<file path="config.mk">
export PLATFORM = sky130hd
export DESIGN_NAME = spi_burst_ctrl
export DESIGN_NICKNAME = d
export VERILOG_FILES = /design/src/rtl/spi_burst_ctrl.sv
export SDC_FILE = /design/constraint.sdc
export NUM_CORES = 1
export LEC_CHECK = 0
export ABC_CLOCK_PERIOD_IN_PS = 2300
export CORE_MARGIN = 1.5
export CORE_UTILIZATION = 51
export DETAILED_ROUTE_END_ITERATION = 7
export PLACE_DENSITY_LB_ADDON = 0.05
export RECOVER_POWER = 100
export SLEW_MARGIN = 25
export SYNTH_ARGS = -nofsm -noshare
export SYNTH_HDL_FRONTEND = slang
export SYNTH_SLANG_ARGS = --single-unit
</file>
<file path="constraint.sdc">
create_clock -name Clk -period 2.3 [get_ports Clk]
set_input_delay 0.46 -clock Clk [delete_from_list [all_inputs] [get_ports Clk]]
set_output_delay 0.46 -clock Clk [all_outputs]
set_load 0.02 [all_outputs]
</file>
<file path="src/rtl/spi_burst_ctrl.sv">
// spi_burst_ctrl: TX/RX FIFO sequencer that issues back-to-back spi_master transfers with an inter-word gap.
// Defining SPI_BURST_XFER_CNT_EN adds the XferCnt completed-transfer counter output.
module spi_burst_ctrl #(
  parameter int DATA_WIDTH = 8,
  parameter int FIFO_DEPTH = 4,
  parameter int GAP_CYCLES = 2
) (
  input  logic                  Clk,
  input  logic                  Reset,
  input  logic                  En,
  input  logic                  TxWr,
  input  logic [DATA_WIDTH-1:0] TxWData,
  output logic                  TxFull,
  input  logic                  RxRd,
  output logic [DATA_WIDTH-1:0] RxRData,
  output logic                  RxEmpty,
  output logic                  TxOvf,
  output logic                  Busy,
  output logic                  MstStart,
  output logic [DATA_WIDTH-1:0] MstTxData,
  input  logic                  MstDone,
  input  logic [DATA_WIDTH-1:0] MstRxData
`ifdef SPI_BURST_XFER_CNT_EN
  ,
  output logic [15:0]           XferCnt
`endif
);
  localparam int AW = $clog2(FIFO_DEPTH);
  localparam int PW = AW + 1;
  localparam int CW = GAP_CYCLES > 1 ? $clog2(GAP_CYCLES) : 1;
  typedef enum logic [2:0] {IDLE, LOAD, START, WAIT, CAPTURE, GAP} state_t;
  state_t state, state_nx;
  logic [DATA_WIDTH-1:0] tx_mem [FIFO_DEPTH];
  logic [DATA_WIDTH-1:0] rx_mem [FIFO_DEPTH];
  logic [PW-1:0] tx_wptr, tx_rptr, rx_wptr, rx_rptr, rx_cnt;
  logic [AW-1:0] rx_rnext;
  logic [DATA_WIDTH-1:0] rx_lat, rx_head_nx;
  logic [CW-1:0] gap_cnt;
  logic tx_empty, tx_full, rx_empty, rx_full, tx_push, tx_pop, rx_push, rx_pop, launch;

  always_comb begin
    tx_empty   = tx_wptr == tx_rptr;
    tx_full    = tx_wptr == {~tx_rptr[AW], tx_rptr[AW-1:0]};
    rx_empty   = rx_wptr == rx_rptr;
    rx_full    = rx_wptr == {~rx_rptr[AW], rx_rptr[AW-1:0]};
    rx_cnt     = rx_wptr - rx_rptr;
    rx_rnext   = rx_rptr[AW-1:0] + AW'(1);
    tx_push    = TxWr & ~tx_full;
    tx_pop     = state == LOAD;
    rx_push    = state == CAPTURE;
    rx_pop     = RxRd & ~rx_empty;
    launch     = En & ~tx_empty & ~rx_full;
    // Head register: next entry on pop, the captured word when it lands in an emptying FIFO, else hold
    rx_head_nx = rx_pop && rx_cnt > PW'(1) ? rx_mem[rx_rnext] :
                 rx_push && rx_cnt == PW'(rx_pop) ? rx_lat : RxRData;
  end

  assign TxFull   = tx_full;
  assign RxEmpty  = rx_empty;
  assign Busy     = state != IDLE;
  assign MstStart = state == START;

  always_comb begin
    state_nx = state;
    case (state)
      IDLE:    state_nx = launch ? LOAD : IDLE;
      LOAD:    state_nx = START;
      START:   state_nx = WAIT;
      WAIT:    state_nx = MstDone ? CAPTURE : WAIT;
      CAPTURE: state_nx = GAP_CYCLES > 0 ? GAP : IDLE;
      GAP:     state_nx = gap_cnt == '0 ? IDLE : GAP;
      default: state_nx = IDLE;
    endcase
  end

  always_ff @(posedge Clk) begin
    if (Reset) begin
      state     <= IDLE;
      tx_wptr   <= '0;
      tx_rptr   <= '0;
      rx_wptr   <= '0;
      rx_rptr   <= '0;
      TxOvf     <= 1'b0;
      MstTxData <= '0;
      RxRData   <= '0;
      rx_lat    <= '0;
      gap_cnt   <= '0;
    end else begin
      state <= state_nx;
      if (tx_push) tx_wptr <= tx_wptr + PW'(1);
      if (tx_pop) begin
        tx_rptr   <= tx_rptr + PW'(1);
        MstTxData <= tx_mem[tx_rptr[AW-1:0]];
      end
      if (TxWr && tx_full) TxOvf <= 1'b1;
      if (state == WAIT && MstDone) rx_lat <= MstRxData;
      if (rx_push) rx_wptr <= rx_wptr + PW'(1);
      if (rx_pop) rx_rptr <= rx_rptr + PW'(1);
      RxRData <= rx_head_nx;
      gap_cnt <= state == CAPTURE ? CW'(GAP_CYCLES > 0 ? GAP_CYCLES - 1 : 0) : gap_cnt - CW'(state == GAP);
    end
  end

  always_ff @(posedge Clk) begin
    if (tx_push) tx_mem[tx_wptr[AW-1:0]] <= TxWData;
    if (rx_push) rx_mem[rx_wptr[AW-1:0]] <= rx_lat;
  end

`ifdef SPI_BURST_XFER_CNT_EN
  always_ff @(posedge Clk) begin
    if (Reset) XferCnt <= '0;
    else if (rx_push) XferCnt <= XferCnt + 16'd1;
  end
`endif
endmodule
</file>
==> summary.md, run 1 <==
Endpoint of the lowest-slack register-to-register path: RxRData[0]. The tools report the starting density of the core as 52.90%. The vias per cell was 5.422; the setup slack of the most critical reg-to-reg path was 50 ps. The number of antenna violations at the first check in global routing was 0. The library cells used most frequently in the layout, excluding fill and tap cells, are 64 x sky130_fd_sc_hd__edfxtp_1, 38 x sky130_fd_sc_hd__dfxtp_1, 38 x sky130_fd_sc_hd__nand2_1, 32 x sky130_fd_sc_hd__clkdlybuf4s50_1, 31 x sky130_fd_sc_hd__a21oi_1. Counting every sink on the clock net gives 105. For the pin with the worst max-slew slack, the measured transition is 652.2 ps. The routed layout has 2,608 vias. The tools report the wire length of the first global-routing pass as 12,770 um.

Detailed placement ended at an HPWL of 5365 um. The run finished with clean final reports. Max-cap violation count: 0. The placed instances occupy a cell area of 4921 um2. The floorplan step set the die width to 95.32 um. The clock network fraction of design power came out at 31.3%. Global routing used 32.74% of the available met2 tracks. The combined global-route utilization of all metal layers came out at 19.24%. The root buffer cell chosen for the clock tree is sky130_fd_sc_hd__clkbuf_8. The class of the tightest hold or removal check is reg2reg. Net switching is 26.56% of the power. For the post-synth net total, the log shows 355. Total power for the finished layout comes to 3.699 mW.

Of the available clock period, the critical path in the final layout requires 97.95%. The endpoint class of the critical path was a register. The final critical delay including setup and external delays works out to 2253 ps. In this run the standard cell core region covers 8217 um2. During synthesis, Yosys emitted a total of 0 warnings. The number of antenna diodes in the final layout is 0.

The worst stage delay on the critical path is 470 ps, and the largest fanout on the critical path is 11. Before CTS, the worst setup slack after placement is 4.437 ps. For the worst setup path, the data arrival time is 2510 ps. Wires add up to 8229 um. The final standard cell area without fillers came out at 5210 um2. Cells fill 63.41% of the core in the end.

Number of endpoints with negative hold slack in the final report: 0. The first-pass detailed-route iteration total was 5. Final layout net count: 407. The post-synthesis area per instance is 13.63 um2, and the final setup violation count is 0. After synthesis, flip-flops and latches occupy 63.10% of the total area. TritonCTS built the clock tree. The finished layout holds 481 standard cells, fillers aside. The area share of the leading cell type in the synthesized netlist is 44.21%. The number of buffer cells added on primary ports was 42. Registers are responsible for 56.9% of the overall power. The logs give 2,561 for the via count of the first global-routing pass and 0 for the count of nets left with antenna violations after detail routing. The congestion estimate from routability-driven global placement came to 0.8084.

The count of final max-slew check failures came out at 0. Relative to the synthesized area, the layout overhead comes to 19.86%. The average wire per standard cell is 17.11 um, and the static leakage is 1.923 nW. The number of standard cells after synthesis is 319. Final hold analysis gives a worst-case slack of 459.9 ps. For the final sum of negative setup slack, the log shows 0 ps. The cell type with the largest total area after synthesis is sky130_fd_sc_hd__edfxtp_1.

Entering global routing, the biggest net connects 42 pins. The post-route netlist has 15.96% of its cells at a drive strength greater than 1. Summed over all layers, the global routing overflow is 0. Of the total power, combinational logic draws 11.8%. The height of the die is 95.32 um. Synthesis instantiated 42 different standard cells from the library.

For the switching power summed over all nets, the log shows 0.9823 mW. The number of storage elements in the synthesis netlist works out to 105. The power per standard cell area was 709.9 nW/um2; the number of cells traversed by the worst register-to-register path was 8.

The number of H-tree levels was 3. Once placement completed, the tool counted placed cells totaling 461. Detailed-route DRC error count: 0.

Highest clock rate: 443.9 MHz. IR analysis of the VDD net gives a maximum drop of 0.0003760 V. The floorplan row count was 33. The most critical setup path has its startpoint at rx_wptr[0]. After global routing, the most crowded layer is met2. Worst flop-to-flop path startpoint: rx_wptr[0].

The critical path launch point type is a register. Clock tree synthesis inserted a total of 9 buffers. Clock-pin slew was measured on the worst setup and hold paths at 110 ps. The critical path is of the reg2reg type.

The area of the die is 9086 um2. The tools report the buffer depth of the longest clock path as 2. The critical path ends at RxRData[0]. Walking the worst path, the cells encountered are inv_1 > ha_2 > fa_2 > xnor3_2 > a221oi_4 > buf_12 > or4_1 > o311a_1. Most frequent standard cell in the layout excluding fill and tap cells: sky130_fd_sc_hd__edfxtp_1.

STA puts the critical path data required time at 2560 ps. In the post-route analysis, the smallest setup slack over all paths is 47.22 ps. Global routing consumed, on the met1 layer, 24.15% of the routing resources. For this design the top-level I/O count stands at 43. Sorting the synthesized cells by area gives the leading types as sky130_fd_sc_hd__edfxtp_1 44%, sky130_fd_sc_hd__dfxtp_1 19%, sky130_fd_sc_hd__mux4_2 8.3%, sky130_fd_sc_hd__ha_1 3.7%, sky130_fd_sc_hd__a21oi_1 3.6%. The cell internal power dissipation came out at 2.716 mW. Cell with the biggest individual delay on the critical path: sky130_fd_sc_hd__or4_1. For the maximum clock skew at final layout, the log shows 13.91 ps. The insertion delay of the later-clocked pin in the worst-skew pair is 370 ps, and the area of the mapped netlist is 4347 um2. The detailed router finished its first iteration with 112 violations.

In this run the tightest slew margin relative to its limit is 56.52%. For the global-route track usage on met3, the log shows 5.024%.
[sequential cells by signal, summed over array words and instances (netlist names)]
| signal | cells |
|---|---|
| tx_wptr | 3 |
| TxOvf | 1 |
| rx_rptr | 3 |
| rx_wptr | 3 |
| rx_mem | 32 |
| RxRData | 8 |
| gap_cnt | 1 |
| state | 3 |
| tx_rptr | 3 |
| MstTxData | 8 |
| tx_mem | 32 |
| rx_lat | 8 |
[per-layer routing]
layer,wire (um),share of wire [%]
met5,0,0
met4,84,1.0
met3,418,5.1
met2,4224,51
met1,3502,43
[timing repair]
| item | CTS | global route |
|---|---|---|
| pin swaps | 0 | 2 |
| setup buffers | 0 | 2 |
| hold buffers | 0 | 0 |
| gates cloned | 0 | 2 |
| resized for setup | 4 | 8 |
| setup endpoints to repair | 10 | 10 |
| endpoints found under the hold margin | 0 | 0 |
[synthesized netlist by cell type]
cell	count
sky130_fd_sc_hd__xor2_1	7
sky130_fd_sc_hd__o31ai_1	1
sky130_fd_sc_hd__o211ai_1	1
sky130_fd_sc_hd__a221oi_1	1
sky130_fd_sc_hd__nor3b_1	3
sky130_fd_sc_hd__o211a_1	1
sky130_fd_sc_hd__and2_2	1
sky130_fd_sc_hd__or3_1	1
sky130_fd_sc_hd__and2_1	7
sky130_fd_sc_hd__edfxtp_1	64
sky130_fd_sc_hd__and3b_1	1
sky130_fd_sc_hd__or3b_1	1
sky130_fd_sc_hd__mux4_2	16
sky130_fd_sc_hd__nor2_1	20
sky130_fd_sc_hd__mux2i_1	2
sky130_fd_sc_hd__clkbuf_1	10
sky130_fd_sc_hd__buf_2	4
sky130_fd_sc_hd__o2111ai_2	1
sky130_fd_sc_hd__clkbuf_4	1
sky130_fd_sc_hd__o21ai_1	1
sky130_fd_sc_hd__a221oi_4	1
sky130_fd_sc_hd__or4_1	8
sky130_fd_sc_hd__nor3_1	2
sky130_fd_sc_hd__xnor3_2	1
sky130_fd_sc_hd__nand2_1	38
sky130_fd_sc_hd__ha_1	13
sky130_fd_sc_hd__dfxtp_1	41
sky130_fd_sc_hd__a21oi_1	31
sky130_fd_sc_hd__inv_1	15
sky130_fd_sc_hd__or2_1	1
sky130_fd_sc_hd__o311ai_1	1
sky130_fd_sc_hd__xnor2_1	6
sky130_fd_sc_hd__nand3b_1	1
sky130_fd_sc_hd__buf_12	1
sky130_fd_sc_hd__nand2b_1	1
sky130_fd_sc_hd__nor2b_1	1
sky130_fd_sc_hd__o21ai_0	1
sky130_fd_sc_hd__o311a_1	8
sky130_fd_sc_hd__buf_6	1
sky130_fd_sc_hd__a31oi_1	1
sky130_fd_sc_hd__buf_1	1
sky130_fd_sc_hd__fa_1	1
[cell families (layout without fill, tap and decap cells)]
logic type	Yosys count	after routing	synth area share, %
DFF	105	105	63.10
buffers and inverters	33	89	3.598
xor gates and xnor gates	14	14	3.166
adders and majority gates	14	14	4.203
and+or+nand+nor	86	86	9.471
muxes	18	18	8.751
AOI/OAI and AO/OA	49	50	7.715
[critical path, delay by kind of cell (launching register included)]
| kind | cells | cell delay, ps |
|---|---|---|
| DFF | 1 | 340 |
| xor gates and xnor gates | 1 | 330 |
| adders and majority gates | 2 | 530 |
| and+or+nand+nor | 1 | 470 |
| buffers and inverters | 2 | 230 |
| AOI/OAI and AO/OA | 2 | 260 |
[worst min-delay path by stage]
stage	from	slack (ps)	cells past startpoint	to
after global placement	MstTxData[0]	450	2	MstTxData[0]
after global routing	MstTxData[5]	480	2	MstTxData[5]
after detailed placement	MstTxData[5]	450	2	MstTxData[5]
final	MstTxData[5]	460	2	MstTxData[5]
after CTS	MstTxData[5]	460	2	MstTxData[5]
after floorplan	rx_lat[0]	470	2	rx_lat[0]
[power by group through the flow]
stage	combinational [mW]	clock [mW]	sequential, mW
2_1_floorplan	0.261	0	2.15
3_3_place_gp	0.440	0	2.14
3_5_place_dp	0.445	0	2.15
4_1_cts	0.447	1.19	2.10
5_1_grt	0.477	1.27	2.11
6_report	0.435	1.16	2.10
[area by class of cell]
type                            count  area, um2
Multi-Input combinational cell    182       1486
Clock buffer                        9      123.9
Tap cell                          105      131.4
Fill cell                         622       3007
Timing Repair Buffer               58      573.1
Clock inverter                      7      92.59
Inverter                           15      56.30
Sequential cell                   105       2746
(Power assumes the default switching activity.)
==> inputs of run 2 (changes only) <==
--- a/config.mk
+++ b/config.mk
@@ -6,12 +6,15 @@
 export NUM_CORES = 1
 export LEC_CHECK = 0
 export ABC_CLOCK_PERIOD_IN_PS = 2300
+export CAP_MARGIN = 5
 export CORE_MARGIN = 1.5
 export CORE_UTILIZATION = 51
 export DETAILED_ROUTE_END_ITERATION = 7
+export MAX_ROUTING_LAYER = met4
 export PLACE_DENSITY_LB_ADDON = 0.05
 export RECOVER_POWER = 100
 export SLEW_MARGIN = 25
 export SYNTH_ARGS = -nofsm -noshare
 export SYNTH_HDL_FRONTEND = slang
 export SYNTH_SLANG_ARGS = --single-unit
+export TNS_END_PERCENT = 1
==> summary.md, run 2 (synthesis results as in run 1) <==
The static leakage was 1.899 nW (-1.2%); the final sum of negative setup slack was 0 ps (unchanged). The classification of the worst setup path was reg2reg. For the power share of the sequential group, the log shows 56.9% (about the same). The highest clock rate was 447.6 MHz (+0.84%); the final cell count without fillers was 478 (-0.62%).

Starting density of the core: 52.90% (unchanged). The run gives 11.8% (about the same) as the combinational power share. Max-cap violation count: 0 (unchanged).

Most frequent standard cell in the layout excluding fill and tap cells: sky130_fd_sc_hd__edfxtp_1. The number of H-tree levels was 3 (unchanged); the clock-pin transition on the worst setup and hold timing paths was 110 ps (about the same). Class of the tightest hold or removal check: reg2reg. The count of final max-slew check failures was 0 (unchanged); the number of fill cells was 628 (+0.96%). The number of clock sinks was 105 (unchanged); the average wire per standard cell was 16.98 um (-0.74%). The first-pass detailed-route iteration total is 4 (-1), and the cell internal power dissipation is 2.716 mW (about the same).

The logs give 12,770 um (unchanged) for the wire length of the first global-routing pass and 404 (-0.74%) for the final layout net count. The detailed-route via count was 2,590 (-0.69%). STA classifies the critical path endpoint as a register. The horizontal extent of the die is 95.32 um (unchanged). The total instance count after detailed placement came out at 461 (unchanged). The final critical delay including setup and external delays was 2234 ps (-18.85 ps). The height of the die works out to 95.32 um (unchanged). The logs give 460.6 ps (+0.7150 ps) for the worst hold-check slack and 40.37% (-16 points) for the worst slew margin relative to its limit. The post-route fraction of the period consumed by the critical path works out to 97.13% (-0.82 points).

Transition time of the tightest slew-check pin: 894.5 ps (+242.3 ps). For the number of antenna diodes, the log shows 0 (unchanged). The startpoint identified for the worst hold timing path is MstTxData[5].

The count of hold-fix buffers inserted at cts came out at 0 (unchanged). The hold path depth was 2 (unchanged). Setup slack of the most critical reg-to-reg path: 70 ps (+20 ps). The detailed-route DRC error count was 0 (unchanged); the floorplan core area was 8217 um2 (unchanged). The tools report the detailed router's first-iteration violation count as 82 (-27%). In the layout the commonest cells are 64 x sky130_fd_sc_hd__edfxtp_1, 40 x sky130_fd_sc_hd__dfxtp_1, 38 x sky130_fd_sc_hd__nand2_1, 31 x sky130_fd_sc_hd__a21oi_1, 31 x sky130_fd_sc_hd__clkdlybuf4s50_1. For the number of post-CTS setup repair buffers, the log shows 0 (unchanged).

Worst endpoint required time: 2560 ps (about the same). The core utilization of the finished layout was 62.75% (-0.65 points). The count of nets left with antenna violations after detail routing is 0 (unchanged). The final setup violation count is 0 (unchanged). The worst flop-to-flop path startpoint is rx_wptr[0]. The area growth from synthesis to layout is 18.62%. The run gives 0.9805 mW (-0.18%) as the switching power summed over all nets. Largest fanout on the critical path: 4 (-7).

The number of buffer cells added on primary ports works out to 42 (unchanged). The largest net degree at the start of global routing was 42 (unchanged). CTS root buffer: sky130_fd_sc_hd__clkbuf_8. The total wirelength of the detailed-routed design is 8117 um (-1.4%), and the area of the die is 9086 um2 (unchanged). The tools report the end point of the most critical hold path as MstTxData[5]. The vias per cell came out at 5.418 (about the same). The overall overflow remaining after global route came out at 0 (unchanged). Flip-flop and latch area: 2744 um2 (about the same). The sum of net half-perimeters after detailed placement was 5365 um (unchanged). The worst ir drop on vdd was 0.0003781 V (+0.57%); the buffer depth of the longest clock path was 2 (unchanged). The combined global-route utilization of all metal layers is 19.91% (+0.66 points), and the arrival time of the worst setup path is 2490 ps (-20 ps). For the floorplan row count, the log shows 33 (unchanged). TritonCTS built the clock tree. The power per standard cell area was 717.0 nW/um2 (+0.99%). The run gives 13.41 ps (-0.4915 ps) as the maximum clock skew at final layout. The number of antenna violations at the first check in global routing is 0 (unchanged). Endpoint of the lowest-slack register-to-register path: RxRData[6]. Ratio of cells with drive above 1 in the final layout: 15.01% (-0.94 points). Critical path launch point type: a register. Multi-input logic area: 1486 um2 (unchanged). Number of endpoints with negative hold slack in the final report: 0 (unchanged).

The tools report the final estimated routing congestion in global placement as 0.8202 (+1.5%). The number of buffers added by the clock tree synthesis step was 9 (unchanged). The run gives 43 (unchanged) as the count of boundary I/O pins.

The insertion delay of the later-clocked pin in the worst-skew pair was 370 ps (about the same). The switching part of the total power was 26.52% (-0.035 points). The tools report the via count of the first global-routing pass as 2,561 (unchanged). The flow ran to the end, and the final reports show no timing, DRC or antenna violations.

The number of cells traversed by the worst register-to-register path came out at 7 (-1). The tools report the clock network fraction of design power as 31.3% (about the same).
[run 2: cell type report]
class | count | area share [%]
Clock inverter | 7 | 1.796
Clock buffer | 9 | 2.402
Timing Repair Buffer | 55 | 10.12
Inverter | 15 | 1.092
Sequential cell | 105 | 53.22
Multi-Input combinational cell | 182 | 28.83
Tap cell | 105 | 2.548
[run 2: metrics by stage]
stage,area [um2],worst slack [ps],total power [mW]
detailed placement,4921,4.437,2.592
finish,5156,66.07,3.697
floorplan,4347,134.3,2.408
CTS,5149,45.14,3.741
global route,5156,-10.80,3.863
global placement,4921,81.72,2.584
[run 2: per-layer routing]
metal | global-route usage [%] | wire length (um) | vias up
li1 | - | - | 1266
met2 | 32.62 | 4185 | 57
met4 | 4.851 | 39 | 0
met1 | 24.31 | 3501 | 1261
met3 | 5.821 | 390 | 6
met5 | - | 0 | -
[run 2: worst max path at each step]
| stage | end | startpoint |
|---|---|---|
| 6_report | RxRData[6] | rx_wptr[0] |
| 3_5_place_dp | RxRData[1] | rx_wptr[0] |
| 2_1_floorplan | RxRData[4] | rx_wptr[0] |
| 5_1_grt | RxRData[3] | rx_wptr[0] |
| 4_1_cts | RxEmpty | rx_wptr[0] |
| 3_3_place_gp | RxRData[0] | rx_wptr[0] |
[run 2: timing repair]
action	in CTS	in global routing
endpoints found under the setup margin	10	10
hold endpoints to repair	0	0
resized for setup	4	6
gates cloned	0	1
[run 2: power by group through the flow]
stage / Clock [mW] / Combinational (mW) / Sequential (mW)
2_1_floorplan: 0 / 0.261 / 2.15
6_report: 1.16 / 0.435 / 2.11
4_1_cts: 1.19 / 0.447 / 2.10
5_1_grt: 1.27 / 0.477 / 2.11
3_5_place_dp: 0 / 0.445 / 2.15
3_3_place_gp: 0 / 0.440 / 2.14
[run 2: worst max-delay path, cell delays in order (launching register included)]
cell                        delay, ps
sky130_fd_sc_hd__dfxtp_1          360
sky130_fd_sc_hd__inv_1             80
sky130_fd_sc_hd__ha_2             200
sky130_fd_sc_hd__fa_2             340
sky130_fd_sc_hd__xnor3_2          320
sky130_fd_sc_hd__o2111ai_2        180
sky130_fd_sc_hd__or4_1            510
sky130_fd_sc_hd__o311a_1          130
